[src/rtl/inst_mem_loader.sv]
// Boot loader: unpacks a counted, XOR-checksummed byte stream into big-endian words
// for the instruction memory and keeps the core in reset until the image is verified.
module inst_mem_loader #(
    parameter int INST_MEM_DEPTH = 256,
    parameter int width          = 8
) (
    input  logic               clk,
    input  logic               rst,
    input  logic [width-1:0]   in_data,
    input  logic               in_valid,
    output logic               in_ready,
    input  logic               start,
    output logic               mem_we,
    output logic [31:0]        mem_addr,
    output logic [4*width-1:0] mem_wdata,
    output logic               cpu_rst,
    output logic               done,
    output logic               error,
    output logic [15:0]        words_loaded
);
    localparam int MAX_WORDS = INST_MEM_DEPTH / 4;

    typedef enum logic [2:0] {
        S_CNT_HI, S_CNT_LO, S_DATA, S_CHK, S_DONE, S_ERROR
    } state_t;

    state_t             state, state_nxt;
    logic               armed;
    logic [width-1:0]   cnt_hi;
    logic [width-1:0]   xsum;
    logic [15:0]        n_words;
    logic [15:0]        n_cnt;
    logic [1:0]         bcnt;
    logic [3*width-1:0] shreg;
    logic               take;
    logic               restart;

    // The count is always two stream bytes, high byte first.
    assign n_cnt   = 16'({cnt_hi, in_data});
    assign take    = in_valid && in_ready;
    assign restart = start && (state == S_DONE || state == S_ERROR);

    always_ff @(posedge clk or posedge rst) begin
        if (rst) state <= S_CNT_HI;
        else     state <= state_nxt;
    end

    always_comb begin
        state_nxt = state;
        in_ready  = armed && (state == S_CNT_HI || state == S_CNT_LO ||
                              state == S_DATA   || state == S_CHK);
        cpu_rst   = (state != S_DONE);
        done      = (state == S_DONE);
        error     = (state == S_ERROR);
        case (state)
            S_CNT_HI: if (take) state_nxt = S_CNT_LO;
            S_CNT_LO: if (take) begin
                if (n_cnt == 16'd0)                   state_nxt = S_CHK;
                else if (n_cnt > 16'(MAX_WORDS))      state_nxt = S_ERROR;
                else                                  state_nxt = S_DATA;
            end
            S_DATA: if (take && bcnt == 2'd3 && (words_loaded + 16'd1) == n_words)
                state_nxt = S_CHK;
            S_CHK: if (take) state_nxt = (in_data == xsum) ? S_DONE : S_ERROR;
            S_DONE, S_ERROR: if (start) state_nxt = S_CNT_HI;
            default: state_nxt = S_CNT_HI;
        endcase
    end

    always_ff @(posedge clk or posedge rst) begin
        if (rst) begin
            armed        <= 1'b0;
            cnt_hi       <= '0;
            xsum         <= '0;
            n_words      <= '0;
            bcnt         <= '0;
            shreg        <= '0;
            mem_we       <= 1'b0;
            mem_addr     <= '0;
            mem_wdata    <= '0;
            words_loaded <= '0;
        end else begin
            armed  <= 1'b1;
            mem_we <= 1'b0;
            if (restart) begin
                words_loaded <= '0;
                xsum         <= '0;
                bcnt         <= '0;
            end
            if (take) begin
                case (state)
                    S_CNT_HI: cnt_hi <= in_data;
                    S_CNT_LO: n_words <= n_cnt;
                    S_DATA: begin
                        shreg <= {shreg[2*width-1:0], in_data};
                        xsum  <= xsum ^ in_data;
                        bcnt  <= bcnt + 2'd1;
                        // Fourth byte completes the word; write lands next cycle.
                        if (bcnt == 2'd3) begin
                            mem_we       <= 1'b1;
                            mem_wdata    <= {shreg, in_data};
                            mem_addr     <= 32'({words_loaded, 2'b00});
                            words_loaded <= words_loaded + 16'd1;
                        end
                    end
                    default: ;
                endcase
            end
        end
    end
endmodule

[config.mk]
export PLATFORM = sky130hd
export DESIGN_NAME = inst_mem_loader
export DESIGN_NICKNAME = d
export VERILOG_FILES = /design/src/rtl/inst_mem_loader.sv
export SDC_FILE = /design/constraint.sdc
export NUM_CORES = 1
export LEC_CHECK = 0
export ABC_AREA = 0
export BUFFER_PORTS_ARGS = -buffer_cell sky130_fd_sc_hd__buf_4
export CAP_MARGIN = 5
export CORE_MARGIN = 2
export CORE_UTILIZATION = 51
export DETAILED_ROUTE_END_ITERATION = 12
export PLACE_DENSITY = 0.75
export SYNTH_ARGS = -nofsm -noshare
export SYNTH_HDL_FRONTEND = slang
export SYNTH_SLANG_ARGS = --single-unit
[constraint.sdc]
create_clock -name clk -period 4.32 [get_ports clk]
set_clock_uncertainty 0.1 [all_clocks]
set_input_delay 0.648 -clock clk [delete_from_list [all_inputs] [get_ports clk]]
set_output_delay 0.648 -clock clk [all_outputs]
set_load 0.02 [all_outputs]
==> results of run 1 <==
## cells in the final DEF, fill, tap and decap left out, types with 7 or more instances in the layout
cell type  Yosys  layout
a21oi_1       11      11
o21ai_0       25      25
xor2_1        14      14
nand3_1       14      13
mux2_2        20      20
o21ai_1       23      23
conb_1         2      17
clkbuf_16      0      17
buf_4         17      85
nor2_1        18      18
xnor2_1       17      17
dfrtp_1      127     127
nand2_1      239     239
inv_1          8       7
## cell families after synthesis
group	count (synthesis)
buffers and inverters	60
xor gates and xnor gates	31
other	2
adders and majority gates	2
muxes	23
DFF	127
and+or+nand+nor	308
AOI/OAI and AO/OA	79
## synthesized netlist by cell type, types with 4 or more instances
master | n | area (µm²)
clkbuf_1 | 25 | 93.84
dfrtp_1 | 127 | 3178
nor2_1 | 18 | 67.56
nand2_1 | 239 | 897.1
o21ai_1 | 23 | 115.1
buf_2 | 7 | 35.03
a31oi_1 | 4 | 25.02
nand3_1 | 14 | 70.07
buf_4 | 17 | 127.6
o21ai_0 | 25 | 125.1
nor2b_1 | 4 | 25.02
nor3_1 | 5 | 25.02
o31ai_1 | 6 | 45.04
and3_1 | 6 | 37.54
or4_1 | 4 | 30.03
a21oi_1 | 11 | 55.05
mux2_2 | 20 | 225.2
xnor2_1 | 17 | 148.9
xor2_1 | 14 | 122.6
nand4_1 | 5 | 31.28
inv_1 | 8 | 30.03
## state kept, by name (all words and copies together) (netlist names)
register	count
xsum	8
mem_wdata	32
n_words	16
mem_addr	16
state	3
armed	1
mem_we	1
shreg	24
cnt_hi	8
words_loaded	16
bcnt	2
## where the power goes
| group | total, mW | switching, mW | internal, mW | leakage (nW) |
|---|---|---|---|---|
| registers | 1.44 | 0.121 | 1.32 | 1.72 |
| logic | 0.442 | 0.221 | 0.221 | 1.63 |
| clock network | 1.35 | 0.481 | 0.871 | 0.276 |
| total | 3.23 | 0.822 | 2.41 | 3.63 |
## layout make-up
cell class / instances / area share (%)
Sequential cell: 127 / 45.68
Timing Repair Buffer: 85 / 9.173
Inverter: 9 / 0.5216
Clock buffer: 24 / 7.356
Clock inverter: 5 / 0.7914
Multi-Input combinational cell: 460 / 33.96
Tap cell: 140 / 2.518
## path summary, 6_finish.rpt
path                                           start                         to  slack [ps]
max                             state[0]$_DFFE_PP0P_  words_loaded[9]$_DFF_PP0_        1400
min                                            start       state[2]$_DFFE_PP0P_         360
max reg2reg                     state[0]$_DFFE_PP0P_  words_loaded[9]$_DFF_PP0_        1400
min reg2reg                mem_wdata[29]$_DFFE_PP0P_  mem_wdata[29]$_DFFE_PP0P_         380
max in group asynchronous                        rst       shreg[0]$_DFFE_PP0P_        2850
min in group asynchronous                        rst    mem_addr[2]$_DFFE_PP0P_         370
## stage by stage
stage	util (%)	worst slack [ps]	power, mW	std cells	hold slack, ps
global placement	58.43	1432	1.875	821	357.7
floorplan	-	187.7	1.784	647	338.6
finish	63.62	1401	3.235	850	360.6
CTS	63.62	1459	3.253	850	342.7
detailed placement	58.43	1315	1.897	821	363.7
global route	63.62	1155	3.374	850	348.6
## per-layer routing
layer	track usage, %	wire [µm]
met3	5.324	696
met4	9.750	250
met5	0	0
met2	35.17	6300
met1	29.91	5866
==> flow_metrics.py, run 1 <==
metrics = {
    "timing": {
        "fin_tns_setup_ps": 0,
        "finalCriticalPeriod_ps": 2919,
        "fmaxAchievable_mhz": 342.6,
        "timing_max_transition_violations_final": 0,
        "setup-violations-final": 0,
        "finalHoldViolations": 0,
        "slew_headroom_pct": 24.33,
        "finalCritPeriodShare_pct": 67.57,
        "rsz0062_at_grt": "false",
        "tightest_slew_ps": 1132,
    },
    "global_route": {
        "grt_pass1_vias": 4641,
        "grt_max_degree": 79,
        "track_usage_pct": 22.42,
        "overflow": 0,
        "grt_first_pass_wirelength_um": 22330,
        "antenna_found_initial": 0,
    },
    "floorplan": {
        "core_area_mm2": 0.01094,
        "die_w_um": 110.4,
        "placementRows": 38,
        "die-area_mm2": 0.01220,
        "num_io_pins": 97,
        "die_h_um": 110.4,
        "start_util_pct": 52.84,
    },
    "worst_hold_path": {
        "hp-class": "in -> reg",
        "hold_depth": 2,
    },
    "drt": {
        "routed_via_density": 5.376,
        "wl_per_cell_um": 15.43,
        "finalWirelength_um": 13110,
        "drc": 0,
        "drtIter0Drc": 357,
        "dr.pass1.iters": 5,
        "ant_nets": 0,
        "via_count": 4570,
    },
    "finish": {
        "area_delta_synth_final_pct": 20.40,
        "multi_input_comb_area_mm2": 0.002362,
        "antenna_cells": 0,
        "fin_area_mm2": 0.006957,
        "final_net_count": 714,
        "fill_cells": 904,
        "post_route_cells_drive_above_1_share_pct": 19.72,
        "seqCellArea_mm2": 0.003178,
    },
    "yosys": {
        "synthCells": 632,
        "synth-simple-area-share_pct": 22.35,
        "synth_edf_count": 0,
        "synthXorXnorAreaFrac_pct": 4.699,
        "ys_ff_latch": 127,
        "synth.area.mux_share_pct": 4.482,
        "synth_fa_ha_area_share_pct": 0.4331,
        "async_flop_share_pct": 100.0,
        "yosysWarnings": 0,
        "synth_top_family_by_area": "simple AND/OR/NAND/NOR gates",
        "syn_area_per_cell_um2": 9.142,
        "synth.distinct_cells": 42,
        "seq_area_frac_synth_pct": 55.00,
        "netlist_area_mm2": 0.005778,
        "yosys_most_used_dff": "dfrtp_1",
        "synth_compound_area_share_pct": 7.731,
    },
    "placed_design": {
        "gp_congestion": 0.9041,
        "portBuffers": 80,
        "dpl.hpwl_um": 8765,
        "place_area_mm2": 0.006390,
    },
    "critical_path": {
        "worstSetupPathType": "reg -> reg",
        "cp.arrival_ps": 3120,
        "worstPathCellList": "nor4bb_1, nand3_2, inv_2, buf_4, nand2_1, o31ai_1",
        "r2r_cells": 6,
        "path_depth": 6,
        "worst_setup_path_end_kind": "flop",
        "worstSetupStartpointType": "flop",
        "max_stage_delay_ps": 560,
        "cp_top_family": "simple AND/OR/NAND/NOR gates",
        "path_max_fanout": 57,
        "required_ps": 4530,
        "critPathBufInv": 2,
        "crit_slowest_cell": "nand3_2",
    },
    "clock_network": {
        "cts_root_buf": "clkbuf_16",
        "cts_hold_buf": 0,
        "clock_latency_ps": 400,
        "postCtsSetupBuffers": 0,
        "post_cts_resized": 0,
        "htreeDepth": 4,
        "numClockSinks": 127,
        "clk_pin_slew_ps": 50,
        "numCtsBuffers": 17,
        "clockBufferDepth": 2,
        "cts_tree": "done",
    },
    "job": {
        "cap_violations": 0,
    },
    "power": {
        "pwr_density_cell_mw_per_mm2": 465.0,
        "irDropWorstVdd_v": 0.0002222,
        "leakage_nw": 3.626,
    },
    "run_status": {
        "status": "finished, final reports clean",
    },
}
No activity file was read; power rests on OpenSTA's default activity.
==> inputs of run 2 (changes only) <==
CORE_UTILIZATION = 56   (was 51)
PLACE_DENSITY = 0.78   (was 0.75)
clock period = 2.85 ns   (was 4.32 ns; I/O delays follow)
==> flow_metrics.py, run 2 (synthesis results as in run 1) <==
metrics = {
    "power": {
        "irDropWorstVdd_v": 0.0004195,
        "pwr_density_cell_mw_per_mm2": 713.0,
        "leakage_nw": 3.684,
    },
    "placed_design": {
        "gp_congestion": 0.9282,
        "dpl.hpwl_um": 9262,
        "place_area_mm2": 0.006469,
        "portBuffers": 80,
    },
    "finish": {
        "fin_area_mm2": 0.007068,
        "mostFrequentLayoutCells": "nand2_1 (239), dfrtp_1 (127), buf_4 (88), o21ai_0 (25), o21ai_1 (23)",
        "mostFrequentLayoutCell": "nand2_1",
        "fill_cells": 797,
        "seqCellArea_mm2": 0.003178,
        "largest_register_ffs": 32,
        "antenna_cells": 0,
        "final_net_count": 721,
        "area_delta_synth_final_pct": 22.33,
        "post_route_cells_drive_above_1_share_pct": 20.17,
        "largest_register": "mem_wdata",
        "multi_input_comb_area_mm2": 0.002362,
        "reg_top3": "mem_wdata x32, shreg x24",
    },
    "drt": {
        "drc": 0,
        "wl_met2_um": 6847,
        "via_count": 4679,
        "highest_layer": "met4",
        "met1_length_um": 5734,
        "ant_nets": 0,
        "drtIter0Drc": 255,
        "finalWirelength_um": 13730,
        "wl_met3_um": 752,
        "routed_via_density": 5.473,
        "dr.pass1.iters": 4,
        "wl_per_cell_um": 16.06,
    },
    "run_status": {
        "status": "finished, final reports clean",
    },
    "critical_path": {
        "required_ps": 3210,
        "worstPathCellList": "ha_1, nand3_1, nor4_2, xnor2_1, nor3_1, o2111a_1, a31o_1",
        "worstSetupPathType": "reg -> reg",
        "max_stage_delay_ps": 500,
        "worst_setup_path_end_kind": "flop",
        "crit_slowest_cell": "dfrtp_1",
        "path_max_fanout": 9,
        "cp.arrival_ps": 2720,
        "worstSetupStartpointType": "flop",
    },
    "clock_network": {
        "numClockSinks": 127,
        "clockBufferDepth": 2,
        "clk_pin_slew_ps": 50,
        "clock_latency_ps": 520,
        "cts_tree": "done",
        "htreeDepth": 4,
        "cts_root_buf": "clkbuf_8",
        "postCtsSetupBuffers": 0,
        "numCtsBuffers": 17,
    },
    "global_route": {
        "track_usage_pct": 26.25,
        "grt_pass1_vias": 4638,
        "overflow": 0,
        "antenna_found_initial": 0,
        "grt_max_degree": 47,
        "grt_first_pass_wirelength_um": 22710,
    },
    "floorplan": {
        "die_w_um": 105.6,
        "num_io_pins": 97,
        "die_h_um": 105.6,
        "placementRows": 37,
        "die-area_mm2": 0.01115,
        "start_util_pct": 56.73,
        "core_area_mm2": 0.01018,
    },
    "timing": {
        "rsz0062_at_grt": "false",
        "fin_tns_setup_ps": 0,
        "finalCriticalPeriod_ps": 2359,
        "setup-violations-final": 0,
        "fmaxAchievable_mhz": 423.9,
        "finalHoldViolations": 0,
        "timing_max_transition_violations_final": 0,
        "finalCritPeriodShare_pct": 82.77,
        "slew_headroom_pct": 29.31,
        "tightest_slew_ps": 1060,
    },
    "job": {
        "cap_violations": 0,
    },
    "worst_hold_path": {
        "hp-class": "in -> reg",
    },
}
run 2: changes by cell type in the layout (fill, tap and decap cells not counted):
cell           change
buf_4              +3
clkbuf_16          -1
buf_12             +3
bufinv_16          +2
dlygate4sd3_1      +1
clkbuf_1           +3
clkbuf_8           -1
clkinv_2           +1
clkinvlp_4         -1
inv_4              -1
run 2: routing by layer:
layer | track usage (%) | up-vias
li1 | - | 2182
met1 | 33.33 | 2312
met2 | 43.18 | 152
met3 | 5.504 | 33
met4 | 12.41 | 0
met5 | 0 | -
run 2: report_power, final:
| part | switching [mW] | internal, mW | leakage [nW] |
|---|---|---|---|
| combinational | 0.342 | 0.345 | 1.68 |
| clock | 0.730 | 1.42 | 0.292 |
| sequential | 0.205 | 2.00 | 1.72 |
| total | 1.28 | 3.76 | 3.68 |
run 2: final timing paths:
path,start,end,slack (ps),depth (start not counted)
max in group asynchronous,rst,words_loaded[0]$_DFF_PP0_,1470,4
min,start,state[2]$_DFFE_PP0P_,70,2
min reg2reg,mem_addr[7]$_DFFE_PP0P_,mem_addr[7]$_DFFE_PP0P_,370,2
max,words_loaded[0]$_DFF_PP0_,state[0]$_DFFE_PP0P_,490,7
max reg2reg,words_loaded[0]$_DFF_PP0_,state[0]$_DFFE_PP0P_,490,7
min in group asynchronous,rst,words_loaded[2]$_DFF_PP0_,540,3
run 2: per-stage QoR:
| step | hold WS (ps) | power [mW] | std cells | worst slack [ps] | util, % |
|---|---|---|---|---|---|
| after global placement | 358.7 | 2.879 | 823 | 551.4 | 63.51 |
| after global routing | 56.62 | 5.244 | 855 | 363.8 | 69.40 |
| after detailed placement | 362.6 | 2.902 | 823 | 488.9 | 63.51 |
| after CTS | 36.54 | 5.074 | 855 | 526.1 | 69.40 |
| final | 69.13 | 5.039 | 855 | 491.1 | 69.40 |
| after floorplan | 338.6 | 2.704 | 647 | 740.9 | - |
run 2: what timing repair did:
action,4_1_cts,5_1_grt
gates resized for setup,0,0
hold buffers,1,0
hold endpoints to repair,16,0
run 2: worst max-delay path, delay by kind of cell (launching register included):
kind	cells	cell delay, ps
compound gates	2	380
simple gates	3	870
fa+ha+maj	1	300
flops	1	500
xor+xnor	1	140
run 2: layout make-up:
class                      count  share of cell area [%]
clock buffer                  25                   6.851
clock inverter                 6                   1.487
inverter                       9                  0.5311
sequential                   127                   44.96
multi-input combinational    460                   33.42
tap                          136                   2.408
timing repair buffer          92                   10.34
